==> src/rtl/sort4_ctrl_pkg.sv <==
// Shared types and constants for the four-element bubble-sort controller.
package sort4_ctrl_pkg;

   typedef enum logic [1:0] {
      IDLE = 2'd0,
      SCAN = 2'd1,
      DONE = 2'd2
   } state_t;

   localparam int unsigned N_ELEM = 4;
   localparam int unsigned CNT_W  = 3;

endpackage

==> src/rtl/sort4_ctrl_cmp.sv <==
// Unsigned W-bit less-than comparator shared by every SCAN step.
module cmp_lt4 #(
   parameter int unsigned W = 4
) (
   input  logic [W-1:0] a,
   input  logic [W-1:0] b,
   output logic         lt
);

   assign lt = (a < b);

endmodule

==> src/rtl/sort4_ctrl.sv <==
// Four-element in-place bubble sorter, one compare per SCAN cycle.
// Optional swap counter enabled by defining SORT4_SWAPCNT_EN.
module sort4_ctrl
   import sort4_ctrl_pkg::*;
#(
   parameter int unsigned W = 4
) (
   input  logic                 clk,
   input  logic                 rst,
   input  logic                 start,
   input  logic [N_ELEM*W-1:0]  din,
   output logic                 busy,
   output logic                 done,
   output logic [N_ELEM*W-1:0]  dout,
   output logic [CNT_W-1:0]     swap_cnt
);

   state_t       state, state_n;
   logic [W-1:0] e   [N_ELEM];
   logic [W-1:0] e_n [N_ELEM];
   logic [1:0]   idx, idx_n, idx_p1;
   logic [1:0]   last, last_n;
   logic         swapped, swapped_n;
   logic         pass_swapped;
   logic         lt;

   assign idx_p1 = idx + 2'd1;

   cmp_lt4 #(.W(W)) u_cmp (
      .a  (e[idx_p1]),
      .b  (e[idx]),
      .lt (lt)
   );

   always_ff @(posedge clk) begin
      if (rst) begin
         state   <= IDLE;
         for (int unsigned k = 0; k < N_ELEM; k++) e[k] <= '0;
         idx     <= 2'd0;
         last    <= 2'd2;
         swapped <= 1'b0;
      end else begin
         state   <= state_n;
         e       <= e_n;
         idx     <= idx_n;
         last    <= last_n;
         swapped <= swapped_n;
      end
   end

   always_comb begin
      state_n      = state;
      e_n          = e;
      idx_n        = idx;
      last_n       = last;
      swapped_n    = swapped;
      pass_swapped = swapped | lt;
      case (state)
         IDLE: begin
            if (start) begin
               for (int unsigned k = 0; k < N_ELEM; k++) e_n[k] = din[k*W +: W];
               idx_n     = 2'd0;
               last_n    = 2'd2;
               swapped_n = 1'b0;
               state_n   = SCAN;
            end
         end
         SCAN: begin
            if (lt) begin
               e_n[idx]    = e[idx_p1];
               e_n[idx_p1] = e[idx];
            end
            // End of a pass: stop early once a full pass made no swap.
            if (idx < last) begin
               idx_n     = idx_p1;
               swapped_n = pass_swapped;
            end else if ((last == 2'd0) || !pass_swapped) begin
               swapped_n = pass_swapped;
               state_n   = DONE;
            end else begin
               idx_n     = 2'd0;
               last_n    = last - 2'd1;
               swapped_n = 1'b0;
            end
         end
         DONE:    state_n = IDLE;
         default: state_n = IDLE;
      endcase
   end

   assign busy = (state == SCAN) || (state == DONE);
   assign done = (state == DONE);

   always_comb begin
      dout = '0;
      for (int unsigned k = 0; k < N_ELEM; k++) dout[k*W +: W] = e[k];
   end

`ifdef SORT4_SWAPCNT_EN
   logic [CNT_W-1:0] cnt;

   always_ff @(posedge clk) begin
      if (rst)
         cnt <= '0;
      else if ((state == IDLE) && start)
         cnt <= '0;
      else if ((state == SCAN) && lt)
         cnt <= cnt + CNT_W'(1);
   end

   assign swap_cnt = cnt;
`else
   assign swap_cnt = '0;
`endif

endmodule

==> config.mk <==
export PLATFORM = sky130hd
export DESIGN_NAME = sort4_ctrl
export DESIGN_NICKNAME = d
export VERILOG_FILES = /design/src/rtl/sort4_ctrl_pkg.sv /design/src/rtl/sort4_ctrl_cmp.sv /design/src/rtl/sort4_ctrl.sv
export SDC_FILE = /design/constraint.sdc
export NUM_CORES = 1
export LEC_CHECK = 0
export ABC_CLOCK_PERIOD_IN_PS = 4600
export CAP_MARGIN = 5
export CELL_PAD_IN_SITES_DETAIL_PLACEMENT = 0
export CELL_PAD_IN_SITES_GLOBAL_PLACEMENT = 1
export CORE_ASPECT_RATIO = 0.6
export CORE_MARGIN = 2
export CORE_UTILIZATION = 35
export CTS_CLUSTER_SIZE = 25
export DETAILED_ROUTE_END_ITERATION = 8
export PLACE_DENSITY = 0.82
export SETUP_SLACK_MARGIN = 0.1
export SYNTH_ARGS = -nofsm -noshare
export SYNTH_HDL_FRONTEND = slang
export SYNTH_SLANG_ARGS = --single-unit
export TNS_END_PERCENT = 5
==> constraint.sdc <==
create_clock -name clk -period 4.6 [get_ports clk]
set_input_delay 0.92 -clock clk [delete_from_list [all_inputs] [get_ports clk]]
set_output_delay 0.92 -clock clk [all_outputs]
set_load 0.02 [all_outputs]
==> run metrics <==
Initial Util between 30% and 40%; RSZ-0062 raised after global routing no; wire length on met1 2.94 mm; CP endpoint kind flip-flop; Final Hold Viols 0; top routing layer used met4; Initial DRC Count 209; final worst-path cycle share between 70% and 80%; CTS tree done; Slew HR 37.9%; cell count after synthesis 200; Num Clock Sinks 23; power density over the cells 414 mW/mm²; Worst-Margin Slew just over 0.9 ns; routed len/inst 19.6 µm; maximum vdd drop 0.216 mV; CP Cell Sequence inv_1, ha_1, mux4_2, ha_1, nand3_1, nor2_1, a21o_1, or4_1, a21oi_1; class of the worst hold path flip-flop to flip-flop; largest family of logic cells by synthesized area compound AO/OA/AOI/OAI gates; drt drc 0; depth of the CTS H-tree 1; # rows 20; later-pin clock latency in the skew report between 0.2 and 0.3 ns; Final Critical Period roughly 3.5 ns; yosys warns 0; die width between 90 and 100 µm; register area 460 µm²; Placer Congestion 0.891; Total GRT Usage 20.5%; Critical path buffers and inverters 1; Worst Path Required 4.79 ns; Synth Area in Adders between 8 and 9%; Async SR Flop Fraction 0%; CP max stage cell mux4_2; post_cts resized 0; leakage 0.762 nW; f_max 286 MHz; total grt overflow 0; post-DP HPWL about 4.2 mm; Critical Path AT 3.69 ns; pin count of the biggest net entering global routing 29; DIE HEIGHT 59.6 µm; Fillers 490; most common library cell in the layout ignoring fill and taps clkdlybuf4s50_1; commonest cells after routing, fill and taps aside 36 x clkdlybuf4s50_1, 23 x dfxtp_1, 22 x nand3_1, 22 x a21oi_1, 18 x o221ai_1; Pins Over Slew Limit 0; Simple-Gate Fraction of Synth Area a little over an eighth; clk slew on worst S/H paths around 0.09 ns; worst clock skew 0.00116 ns; Max-Cap Viols 0; TritonCTS buffer count 3; total setup buffers inserted after CTS 0; WL final 5.77 mm; Post-Synth XOR/XNOR Area 0%; Worst Setup Start Kind flip-flop; Root Driver clkbuf_8; antenna fix cells 0; status completed; met2 WL 2.22 mm; Post-synth EDFFs 0; CORE AREA 0.00500 mm²; most used cell, CP ha_1; Max clock buf depth 2; number of antenna violations at the first check in global routing 0; Yosys cell types 34; final net count 260; vias in the first global route 1754; CP Max Fanout 9; Final ANT Viol Nets 0; Area Growth Syn to Fin 24.6%; multi-input logic area 0.00122 mm²; drt first pass iters 5; CP delay by family, top simple AND/OR/NAND/NOR gates; layout cells sized above 1 around 8.3%; via count 1894; CTS Hold Bufs 0; vias per inst 6.44; per-instance average area after synthesis 9.02 µm²; Top FF cell, synth dfxtp_1; slowest cell delay on critical path a little over 0.6 ns; I/O pins 40; post-place setup slack 1.15 ns; crit path kind flip-flop to flip-flop; final setup TNS 0 ns; Synth Register Bits 23; Final setup viols 0; die area 0.00576 mm²; port buffer count 36; final worst setup slack approximately 1.1 ns; Synth Area in Compound Gates roughly a third; mux contribution to synthesized area 10.6%; global-route wire length before repair 9.22 mm; routed wl met3 between 500 and 600 µm; Cell Area, Synth 0.00180 mm²; Seq/Total Area, Yosys 25.5%
-- logic make-up (layout without fill, tap and decap cells) --
| kind of cell | Yosys count | in the layout |
|---|---|---|
| buffers and inverters | 30 | 56 |
| muxes | 9 | 9 |
| and+or+nand+nor | 45 | 45 |
| other | 1 | 3 |
| DFF | 23 | 23 |
| AOI/OAI and AO/OA | 80 | 80 |
| adders and majority gates | 12 | 12 |
-- synth_stat cells (2+ instances only) --
library cell / instances / area share [%]
a211oi_1: 3 / 1.2
a21o_1: 2 / 0.83
o21ai_0: 2 / 0.55
dfxtp_1: 23 / 26
ha_1: 12 / 8.3
a21oi_1: 22 / 6.1
o2111a_1: 4 / 2.5
nand3_1: 22 / 6.1
buf_2: 2 / 0.55
a31oi_1: 3 / 1.0
nor2_1: 4 / 0.83
nor2b_1: 5 / 1.7
clkbuf_1: 12 / 2.5
inv_1: 13 / 2.7
nor3_1: 3 / 0.83
o2111ai_1: 5 / 2.4
buf_4: 3 / 1.2
or3_1: 4 / 1.4
nand2b_1: 2 / 0.69
a221o_1: 16 / 8.9
mux4_2: 8 / 10
o221ai_1: 18 / 8.7
-- worst reg2reg max path: stages (launching register included) --
cell and delay [ns]:
dfxtp_1 0.60, inv_1 0.13, ha_1 0.49, mux4_2 0.62
ha_1 0.33, nand3_1 0.25, nor2_1 0.12, a21o_1 0.27
or4_1 0.48, a21oi_1 0.13
-- flip-flops by register name, summed over array words and instances, names as in the netlist --
| name | cells |
|---|---|
| last | 2 |
| state | 2 |
| dout | 16 |
| idx | 2 |
| swapped | 1 |
-- area by class of cell --
class	count	area share, %
clock buffer	3	1.84
multi-input combinational	149	54.5
tap	66	3.67
clock inverter	1	0.334
timing repair buffer	39	17.0
sequential	23	20.5
inverter	13	2.17
-- final timing paths --
kind | startpoint | end | slack [ns] | depth (start not counted)
max | idx[1] | last[0] | 1.10 | 9
min | dout[15] | dout[15] | 0.50 | 2
max reg2reg | idx[1] | last[0] | 1.10 | 9
min reg2reg | dout[15] | dout[15] | 0.50 | 2
-- layer usage --
layer  global-route usage (%)  vias to the layer above
met5                        0                        -
li1                         -                      879
met2                     27.3                      123
met1                     32.2                      888
met4                     4.63                        0
met3                     5.31                        4
-- report_power, final --
group	switching [mW]	internal, mW
Clock	0.0742	0.0615
Combinational	0.316	0.206
Sequential	0.0385	0.233
Total	0.429	0.501
-- stage by stage --
step	cell area (µm²)	instances	util, %	hold WS [ns]	total power, mW
global route	2250	294	44.9	0.528	0.986
detailed placement	2200	290	44.0	0.493	0.785
CTS	2250	294	44.9	0.506	0.922
global placement	2200	290	44.0	0.488	0.783
finish	2250	294	44.9	0.503	0.930
floorplan	1810	202	-	0.483	0.607
No activity file was read; power rests on OpenSTA's default activity.
